===== src/rtl/fetch_sequencer.sv =====
// Stall-aware instruction fetch sequencer: owns the PC, runs req/gnt/rvalid against imem and valid/ready to decode.
// Define FETCH_MISALIGN_TRAP_EN to trap misaligned redirect targets in a FAULT state instead of aligning them.
module fetch_sequencer #(
    parameter int unsigned     XLEN     = 32,
    parameter logic [XLEN-1:0] RESET_PC = {XLEN{1'b0}}
) (
    input  logic            clk,
    input  logic            rst_n,
    input  logic            redirect_valid,
    input  logic [XLEN-1:0] redirect_pc,
    output logic            imem_req,
    output logic [XLEN-1:0] imem_addr,
    input  logic            imem_gnt,
    input  logic            imem_rvalid,
    input  logic [31:0]     imem_rdata,
    output logic            inst_valid,
    output logic [31:0]     inst,
    output logic [XLEN-1:0] inst_pc,
    input  logic            inst_ready,
    output logic            fetch_fault
);

    typedef enum logic [2:0] {
        ST_BOOT  = 3'd0,
        ST_REQ   = 3'd1,
        ST_WAIT  = 3'd2,
        ST_HOLD  = 3'd3
`ifdef FETCH_MISALIGN_TRAP_EN
        , ST_FAULT = 3'd4
`endif
    } state_t;

    state_t          state_r, state_s;
    logic [XLEN-1:0] pc_r, pc_s;
    logic            kill_r, kill_s;
    logic            inst_valid_r, inst_valid_s;
    logic [31:0]     inst_r, inst_s;
    logic [XLEN-1:0] inst_pc_r, inst_pc_s;
    logic [XLEN-1:0] target_s;
    logic [XLEN-1:0] pc_plus4_s;
    logic            in_flight_s;

    assign pc_plus4_s = pc_r + {{(XLEN-3){1'b0}}, 3'b100};

`ifdef FETCH_MISALIGN_TRAP_EN
    logic misalign_s;
    logic fault_r, fault_s;

    assign target_s    = redirect_pc;
    assign misalign_s  = (redirect_pc[1:0] != 2'b00);
    // A response is still owed after this cycle when a grant lands now or a pending one has not yet returned.
    assign in_flight_s = ((state_r == ST_REQ)   && imem_gnt) ||
                         ((state_r == ST_WAIT)  && !imem_rvalid) ||
                         ((state_r == ST_FAULT) && kill_r && !imem_rvalid);
    assign fetch_fault = fault_r;
`else
    assign target_s    = redirect_pc & {{(XLEN-2){1'b1}}, 2'b00};
    assign in_flight_s = ((state_r == ST_REQ)  && imem_gnt) ||
                         ((state_r == ST_WAIT) && !imem_rvalid);
    assign fetch_fault = 1'b0;
`endif

    assign inst_valid = inst_valid_r;
    assign inst       = inst_r;
    assign inst_pc    = inst_pc_r;

    // State register and registered decode-side outputs
    always_ff @(posedge clk or negedge rst_n) begin
        if (!rst_n) begin
            state_r      <= ST_BOOT;
            pc_r         <= RESET_PC;
            kill_r       <= 1'b0;
            inst_valid_r <= 1'b0;
            inst_r       <= 32'h0000_0000;
            inst_pc_r    <= {XLEN{1'b0}};
`ifdef FETCH_MISALIGN_TRAP_EN
            fault_r      <= 1'b0;
`endif
        end else begin
            state_r      <= state_s;
            pc_r         <= pc_s;
            kill_r       <= kill_s;
            inst_valid_r <= inst_valid_s;
            inst_r       <= inst_s;
            inst_pc_r    <= inst_pc_s;
`ifdef FETCH_MISALIGN_TRAP_EN
            fault_r      <= fault_s;
`endif
        end
    end

    // Next state; a redirect overrides everything, including a same-cycle decode handshake
    always_comb begin
        state_s      = state_r;
        pc_s         = pc_r;
        kill_s       = kill_r;
        inst_valid_s = inst_valid_r;
        inst_s       = inst_r;
        inst_pc_s    = inst_pc_r;
        if (redirect_valid) begin
            pc_s         = target_s;
            inst_valid_s = 1'b0;
            kill_s       = in_flight_s;
`ifdef FETCH_MISALIGN_TRAP_EN
            if (misalign_s) begin
                state_s = ST_FAULT;
            end else if (in_flight_s) begin
                state_s = ST_WAIT;
            end else begin
                state_s = ST_REQ;
            end
`else
            if (in_flight_s) begin
                state_s = ST_WAIT;
            end else begin
                state_s = ST_REQ;
            end
`endif
        end else begin
            case (state_r)
                ST_BOOT: begin
                    state_s = ST_REQ;
                end
                ST_REQ: begin
                    if (imem_gnt) begin
                        state_s = ST_WAIT;
                    end else begin
                        state_s = ST_REQ;
                    end
                end
                ST_WAIT: begin
                    if (imem_rvalid && kill_r) begin
                        kill_s  = 1'b0;
                        state_s = ST_REQ;
                    end else if (imem_rvalid) begin
                        inst_s       = imem_rdata;
                        inst_pc_s    = pc_r;
                        inst_valid_s = 1'b1;
                        state_s      = ST_HOLD;
                    end else begin
                        state_s = ST_WAIT;
                    end
                end
                ST_HOLD: begin
                    if (inst_ready) begin
                        pc_s         = pc_plus4_s;
                        inst_valid_s = 1'b0;
                        state_s      = ST_REQ;
                    end else begin
                        inst_valid_s = 1'b1;
                        state_s      = ST_HOLD;
                    end
                end
`ifdef FETCH_MISALIGN_TRAP_EN
                ST_FAULT: begin
                    if (imem_rvalid) begin
                        kill_s = 1'b0;
                    end else begin
                        kill_s = kill_r;
                    end
                end
`endif
                default: begin
                    state_s      = ST_BOOT;
                    kill_s       = 1'b0;
                    inst_valid_s = 1'b0;
                end
            endcase
        end
`ifdef FETCH_MISALIGN_TRAP_EN
        fault_s = (state_s == ST_FAULT);
`endif
    end

    // Memory request decodes straight from the state register
    always_comb begin
        imem_req  = 1'b0;
        imem_addr = {XLEN{1'b0}};
        if (state_r == ST_REQ) begin
            imem_req  = 1'b1;
            imem_addr = pc_r;
        end else begin
            imem_req  = 1'b0;
            imem_addr = {XLEN{1'b0}};
        end
    end

endmodule


===== config.mk =====
export PLATFORM = sky130hd
export DESIGN_NAME = fetch_sequencer
export DESIGN_NICKNAME = d
export VERILOG_FILES = /design/src/rtl/fetch_sequencer.sv
export SDC_FILE = /design/constraint.sdc
export NUM_CORES = 1
export LEC_CHECK = 0
export BUFFER_PORTS_ARGS = -buffer_cell sky130_fd_sc_hd__buf_2
export CAP_MARGIN = 25
export CORE_ASPECT_RATIO = 0.6
export CORE_MARGIN = 5
export CORE_UTILIZATION = 40
export DETAILED_ROUTE_END_ITERATION = 12
export GPL_TIMING_DRIVEN = 0
export PLACE_DENSITY = 0.7
export SLEW_MARGIN = 10
export SYNTH_ARGS = -nofsm -noshare
export SYNTH_HDL_FRONTEND = slang
export SYNTH_SLANG_ARGS = --single-unit

===== constraint.sdc =====
create_clock -name clk -period 2.04 [get_ports clk]
set_input_delay 0.408 -clock clk [delete_from_list [all_inputs] [get_ports clk]]
set_output_delay 0.408 -clock clk [all_outputs]
set_load 0.01 [all_outputs]

==> Yosys cells after proc, flatten, opt, wreduce, memory -nomap -nowiden <==
Cells that the tools add are included.
{ "word_totals": {"register_bits": 101, "output_inout_bits": 99} }
{ "classes": {"addsub": 1, "eq_ne": 8, "n_mux": 20, "n_bitwise": 2, "reduce_logical": 14} }
{ "op_table": {"columns": ["cell", "n"], "rows": [
  ["32-bit two-way mux", 4],
  ["32-bit by 3-bit adder with 32-bit output (second input constant)", 1],
  ["1-bit two-way mux", 8],
  ["2-bit two-way mux", 4],
  ["2-bit one-hot mux with 4 select lines", 1],
  ["3-bit by 2-bit == test with 1-bit output (second input constant)", 2],
  ["3-bit inequality test (second input constant)", 2],
  ["2-bit by 1-bit inequality test with 1-bit output (second input constant)", 2],
  ["2-bit AND reduction", 2],
  ["4-bit AND reduction", 1],
  ["2-bit nonzero test", 2],
  ["3-bit by 1-bit == test with 1-bit output (second input constant)", 1],
  ["1-bit logical AND", 3],
  ["3-bit zero test", 1],
  ["3-bit two-way mux", 1],
  ["3-bit by 2-bit inequality test with 1-bit output (second input constant)", 1],
  ["1-bit one-hot mux with 3 select lines", 1],
  ["3-bit AND reduction", 1],
  ["3-bit OR reduction", 1],
  ["1-bit NOT", 2],
  ["1-bit one-hot mux with 2 select lines", 1],
  ["2-bit OR reduction", 1],
  ["1-bit zero test", 1],
  ["1-bit logical OR", 1]
]} }

==> Depth between registers and ports, before layout <==
Gate-level depths: netlist of run 1.
{ "logic_depth": {"depth_word": 5, "ltp_mapped": 7, "ltp_nobuf": 5} }

==> Worst setup path before layout of run 1 <==
No wires, ideal clock.
{ "synth_timing": {"path_kind": "register to register", "start": "register pc_r[2]", "end": "register pc_r[24]", "setup_ns": 0.082, "t_arrival_ns": 1.822, "required_time_ns": 1.958, "path_slack_ns": 0.136, "path_stages_with_launch": 8, "n_path_buf": 2, "synth_period_minus_slack_ns": 1.904, "cell_sequence": "dfrtp_1 ha_1 nand4_2 or3_1 clkbuf_1 buf_2 or3_1 a31oi_1"} }
{ "synth_via": {"elab_chain_len": 4} }
{ "synth_lines": {"columns": ["item", "line", "source"], "rows": [
  ["from (decl)", "34", "logic [XLEN-1:0] pc_r, pc_s;"],
  ["from (signal assigned)", "81", "pc_r <= pc_s;"],
  ["32-bit by 3-bit adder with 32-bit output", "43", "assign pc_plus4_s = pc_r + {{(XLEN-3){1'b0}}, 3'b100};"],
  ["32-bit two-way mux", "145", "if (inst_ready) begin"],
  ["32-bit two-way mux", "120", "case (state_r)"],
  ["32-bit two-way mux", "100", "if (redirect_valid) begin"]
]} }
No other way between the ends. The select of a mux whose other input is x is not followed.
A chain may end at the register's enable or synchronous reset.

==> Worst setup path after layout of run 1 <==
{ "layout_timing": {"start": "register pc_r[2]", "end": "register pc_r[20]"} }
Same word-level chain as after synthesis.

==> flow_summary.json, run 1 <==
{
  "status": "finished clean",
  "peakVddDrop_mv": 0.484,
  "fmax_ghz": 0.507,
  "fillers": 937,
  "antenna_found_initial": 0,
  "drv_cap": 0,
  "syn_area_per_cell_um2": 11.2,
  "tightest_slew_ns": 0.558,
  "required_ns": 2.29,
  "fp.dieH_um": 91.8,
  "synth_cell_types": 39,
  "final_common_cell": "buf_2",
  "top_layer": "met4",
  "antenna-diode-count": 0,
  "clkTransAtPathRegs_ns": 0.07,
  "final_area_um2": 6010,
  "dieArea_um2": 13400,
  "via_per_inst": 5.18,
  "clk_latency_ns": 0.34,
  "route.met2.wl_um": 5600,
  "drc_errors": 0,
  "wl_met1_um": 6020,
  "layout_common_cells": "buf_2, dfrtp_1, mux2_2, and2_1, nand2_1",
  "multi_input_area_um2": 1990,
  "syn_area_um2": 4460,
  "critPathArrivalTime_ns": 2.23,
  "cts_sinks": 96,
  "period_needed_ns": 1.97,
  "dr.pass1.iters": 4,
  "worstPathMaxFanout": 9,
  "syn_inst": 400,
  "drt_wl_total_um": 12700,
  "rr_worst_depth": 5,
  "endpoint": "pc_r[20]",
  "p_leak_nw": 2.91,
  "row_count": 29,
  "cts-htree-levels": 3,
  "cpMaxStageDelayCell": "or4_1",
  "crit_family": "simple AND/OR/NAND/NOR gates",
  "met3_length_um": 1040,
  "core_um2": 10700,
  "setup_tns_ns": 0,
  "clock_path_buffers": 2,
  "crit_chain": "ha_2 > nand4_4 > or3_4 > or4_1 > a31oi_1",
  "vias": 3797,
  "synth_sequential_area_ratio_pct": 53.8,
  "grt_pass1_vias": 3901,
  "slew_headroom_pct": 62.8,
  "numCtsBuffers": 9,
  "cp_num_cells": 5,
  "hpwl_um": 9330,
  "cp-start-kind": "register",
  "crit_type": "register to register",
  "p_per_area_nw_per_um2": 1120,
  "hold_path.class": "primary input to async pin",
  "grt_max_degree": 57,
  "cp_num_buf_inv": 0,
  "cts-root-buf": "clkbuf_16",
  "dr.first_iter.drc_count": 206,
  "ios": 169,
  "slowest_delay_ns": 0.54,
  "cts_tree": "yes",
  "slew_viol_final": 0,
  "area_delta_synth_final_pct": 34.6,
  "nNetsFinal": 661,
  "overflow": 0,
  "rsz0062_at_grt": "yes",
  "yosysWarnings": 0,
  "die_w_um": 146,
  "placed_cell_area_um2": 5490,
  "hold_viol_final": 0,
  "reg2reg_from": "pc_r[2]",
  "reg2reg_slack_ns": 0.07,
  "grt_pass1_wl_um": 20500,
  "drt-wirelength-per-cell_um": 17.4,
  "fin_worst_skew_ns": 0.00995,
  "ant_nets": 0,
  "start_util_pct": 41.6,
  "end_kind": "register",
  "ys_ff_latch": 96,
  "period_share_pct": 96.7,
  "r2r_end": "pc_r[20]",
  "io_buffers": 161,
  "grt_use_total_pct": 18.8,
  "timing.hold.ws_ns": 0.0549,
  "critPathLaunch": "pc_r[2]",
  "regArea_um2": 2410,
  "drive_gt1_share_pct": 47.8,
  "setup_viol": 0,
  "gp_congestion": 0.831
}
## routing by layer
layer / vias up / GRT usage [%]
met4: 0 / 4.38
met3: 8 / 6.06
met1: 1814 / 26.2
li1: 1804 / -
met2: 171 / 28.9
met5: - / 0
## worst min-delay path by stage
stage	cells past startpoint	to	slack [ns]	start
after floorplan	0	inst[0]	0.11	rst_n
after global placement	2	inst_pc[7]	0.46	inst_pc[7]
after detailed placement	1	inst[31]	0.42	rst_n
after CTS	1	inst[0]	0.06	rst_n
after global routing	1	inst[31]	0.09	rst_n
final	1	inst[31]	0.05	rst_n
## what timing repair did
item,in CTS,in global routing
setup buffers,5,10
endpoints found under the setup margin,70,45
pin swaps,2,7
hold buffers,0,0
gates cloned,0,1
gates resized for setup,26,14
## cells in the mapped netlist
master | instances | area share, %
dfrtp_1 | 96 | 54
nand2b_1 | 1 | 0.14
or4_4 | 1 | 0.25
or4_1 | 17 | 2.9
conb_1 | 1 | 0.084
nor4_1 | 3 | 0.42
nand3_1 | 10 | 1.1
nor3_1 | 3 | 0.34
a31oi_1 | 16 | 2.2
buf_2 | 4 | 0.45
xnor2_1 | 9 | 1.8
clkbuf_1 | 14 | 1.2
buf_4 | 5 | 0.84
a221oi_1 | 1 | 0.20
nor2b_1 | 2 | 0.28
mux2_2 | 57 | 14
o21ai_1 | 1 | 0.11
o21ai_0 | 19 | 2.1
a21oi_1 | 6 | 0.67
and4_1 | 3 | 0.59
nand4_2 | 1 | 0.28
clkinv_1 | 1 | 0.084
nand3_2 | 2 | 0.45
and2_1 | 32 | 4.5
and2b_1 | 1 | 0.17
o211ai_1 | 3 | 0.50
nand2_1 | 30 | 2.5
or3_1 | 3 | 0.42
o31ai_1 | 14 | 2.4
ha_1 | 1 | 0.28
and3_1 | 2 | 0.28
buf_6 | 1 | 0.25
xor2_1 | 1 | 0.20
nand4_1 | 6 | 0.84
nor2_1 | 21 | 1.8
a211oi_1 | 1 | 0.17
inv_1 | 5 | 0.42
mux2i_1 | 1 | 0.22
buf_1 | 5 | 0.42
## state kept, by name, summed over array words and instances (netlist names)
signal / count
inst: 32
inst_pc: 30
inst_valid: 1
kill_r: 1
pc_r: 30
state_r: 2
## stage by stage
step | utilization [%] | std cells | setup WS, ns | power, W
floorplan | - | 404 | 0.136 | 0.00406
global placement | 50.8 | 704 | -0.382 | 0.00504
detailed placement | 51.1 | 705 | -0.319 | 0.00513
CTS | 54.7 | 723 | 0.00345 | 0.00677
global route | 55.9 | 733 | -0.0368 | 0.00715
finish | 55.9 | 733 | 0.0677 | 0.00673
## logic make-up (layout without fill, tap and decap cells)
logic type / count (synthesis) / in the layout / share of synthesized area [%]
other: 1 / 5 / 0.0840
DFF: 96 / 96 / 53.8
muxes: 58 / 58 / 14.6
and+or+nand+nor: 138 / 138 / 17.2
AOI/OAI and AO/OA: 61 / 61 / 8.38
adders and majority gates: 1 / 1 / 0.280
xor gates and xnor gates: 10 / 10 / 1.96
buffers and inverters: 35 / 225 / 3.64
## area by class of cell
class	count	area share (%)
Sequential cell	96	40.1
Multi-Input combinational cell	273	33.1
Timing Repair Buffer	178	16.2
Clock buffer	10	3.81
Buffer	26	2.96
Tap cell	139	2.90
Clock inverter	5	0.583
Inverter	6	0.375
## power breakdown
| part | total, W | internal, W | switching, W |
|---|---|---|---|
| registers | 0.00291 | 0.00254 | 0.000369 |
| clock network | 0.00153 | 0.000818 | 0.000715 |
| logic | 0.00229 | 0.00116 | 0.00113 |
| total | 0.00673 | 0.00451 | 0.00221 |
Power figures use the tool's default switching activity.
==> inputs of run 2 (changes only) <==
--- a/config.mk
+++ b/config.mk
@@ -13,5 +13,5 @@
 export DETAILED_ROUTE_END_ITERATION = 12
 export GPL_TIMING_DRIVEN = 0
-export PLACE_DENSITY = 0.7
+export PLACE_DENSITY = 0.67
 export SLEW_MARGIN = 10
 export SYNTH_ARGS = -nofsm -noshare
==> constraint.sdc (replaced) <==
create_clock -name clk -period 2.1 [get_ports clk]
set_input_delay 0.21 -clock clk [delete_from_list [all_inputs] [get_ports clk]]
set_output_delay 0.21 -clock clk [all_outputs]
set_load 0.01 [all_outputs]
==> run 2 against run 1 <==
Against the previous run: cell count down 0.55%; core utilization fell by 0.30 points; sequential share of layout area grew 0.22 points; critical path depth rose by 2; fmax down 3.6%; first-iteration DRC count down 8.7%.
==> flow_summary.json, run 2 (synthesis gave the netlist of run 1 again) <==
{
  "ios": 169,
  "clkTransAtPathRegs_ns": 0.07,
  "hold_viol_final": 0,
  "p_per_area_nw_per_um2": 1130,
  "crit_type": "register to register",
  "setup_viol": 0,
  "ant_nets": 0,
  "layout_common_cells": "buf_2, dfrtp_1, mux2_2, and2_1, nand2_1",
  "die_w_um": 146,
  "grt_pass1_vias": 3864,
  "cts_sinks": 96,
  "grt_pass1_wl_um": 20800,
  "area_delta_synth_final_pct": 33.8,
  "period_share_pct": 97.4,
  "row_count": 29,
  "grt_use_total_pct": 19.1,
  "drv_cap": 0,
  "fmax_ghz": 0.489,
  "cts_tree": "yes",
  "required_ns": 2.29,
  "period_needed_ns": 2.05,
  "drt-wirelength-per-cell_um": 17.4,
  "cts-htree-levels": 3,
  "cp-start-kind": "register",
  "start_util_pct": 41.6,
  "final_common_cell": "buf_2",
  "p_leak_nw": 2.89,
  "antenna_found_initial": 0,
  "status": "finished clean",
  "core_um2": 10700,
  "vias": 3741,
  "cts-root-buf": "clkbuf_16",
  "tightest_slew_ns": 0.569,
  "critPathArrivalTime_ns": 2.23,
  "io_buffers": 161,
  "largest_register_ffs": 32,
  "slew_viol_final": 0,
  "drive_gt1_share_pct": 46.4,
  "worstPathMaxFanout": 10,
  "slew_headroom_pct": 62.1,
  "final_area_um2": 5970,
  "clock_path_buffers": 2,
  "overflow": 0,
  "drt_wl_total_um": 12700,
  "antenna-diode-count": 0,
  "dr.first_iter.drc_count": 188,
  "end_kind": "register",
  "grt_max_degree": 58,
  "placed_cell_area_um2": 5490,
  "gp_congestion": 0.846,
  "peakVddDrop_mv": 0.561,
  "via_per_inst": 5.13,
  "drc_errors": 0,
  "fin_worst_skew_ns": 0.00485,
  "hold_path.class": "primary input to register",
  "dr.pass1.iters": 4,
  "nNetsFinal": 656,
  "fp.dieH_um": 91.8,
  "numCtsBuffers": 9,
  "fin_util_pct": 55.6,
  "hpwl_um": 9470,
  "clk_latency_ns": 0.34,
  "dieArea_um2": 13400,
  "rsz0062_at_grt": "yes"
}
-- run 2: final cells by class --
type	instances	area [um2]
multi-input cells	273	1970
inverters	6	22.5
clock inverters	5	80.1
plain buffers	25	148
well taps	139	174
flip-flops and latches	96	2410
repair buffers	174	928
fillers	960	4770
clock buffers	11	243
-- run 2: critical path: stages (launching register included) --
cell	delay [ns]
dfrtp_1	0.34
buf_6	0.14
nand3_4	0.11
or4_4	0.60
buf_6	0.17
buf_4	0.18
o31ai_2	0.23
a31oi_1	0.12
-- run 2: final timing paths --
path / from / end / slack (ns) / cells after the start
setup reg to reg: state_r[1] / pc_r[17] / 0.05 / 7
hold reg to reg: inst_pc[10] / inst_pc[10] / 0.49 / 2
min in group asynchronous: rst_n / inst[25] / 0.40 / 2
setup / recovery: state_r[1] / pc_r[17] / 0.05 / 7
hold / removal: redirect_pc[5] / pc_r[5] / 0.08 / 3
max in group asynchronous: rst_n / state_r[0] / 1.03 / 3
-- run 2: routing by layer --
layer  track usage (%)  vias up  routed length [um]
li1                  -     1794                   -
met1              27.2     1794                6070
met2              28.4      146                5540
met3              6.50        7                1010
met4              4.23        0                  52
met5                 0        -                   0
-- run 2: what timing repair did --
item / 4_1_cts / 5_1_grt
resized for setup: 12 / 16
endpoints found under the setup margin: 69 / 66
buffers inserted: 2 / 9
hold buffers: 1 / 0
pin swaps: 0 / 6
hold endpoints to repair: 39 / 0
-- run 2: power breakdown --
group	switching, W	internal [W]
Clock	0.000685	0.00107
Sequential	0.000350	0.00247
Combinational	0.00108	0.00109
Total	0.00212	0.00463
-- run 2: through the flow --
stage / worst slack [ns] / power [W] / cells / hold WS (ns) / TNS [ns]
final: 0.0542 / 0.00675 / 729 / 0.0809 / 0
after global placement: -0.289 / 0.00489 / 704 / 0.420 / -13.62
after detailed placement: -0.388 / 0.00497 / 705 / 0.220 / -5.59
after CTS: -0.0753 / 0.00677 / 721 / 0.0689 / -0.438
after global routing: -0.0241 / 0.00719 / 729 / 0.0821 / -0.0485
after floorplan: 0.196 / 0.00394 / 404 / -0.0856 / 0
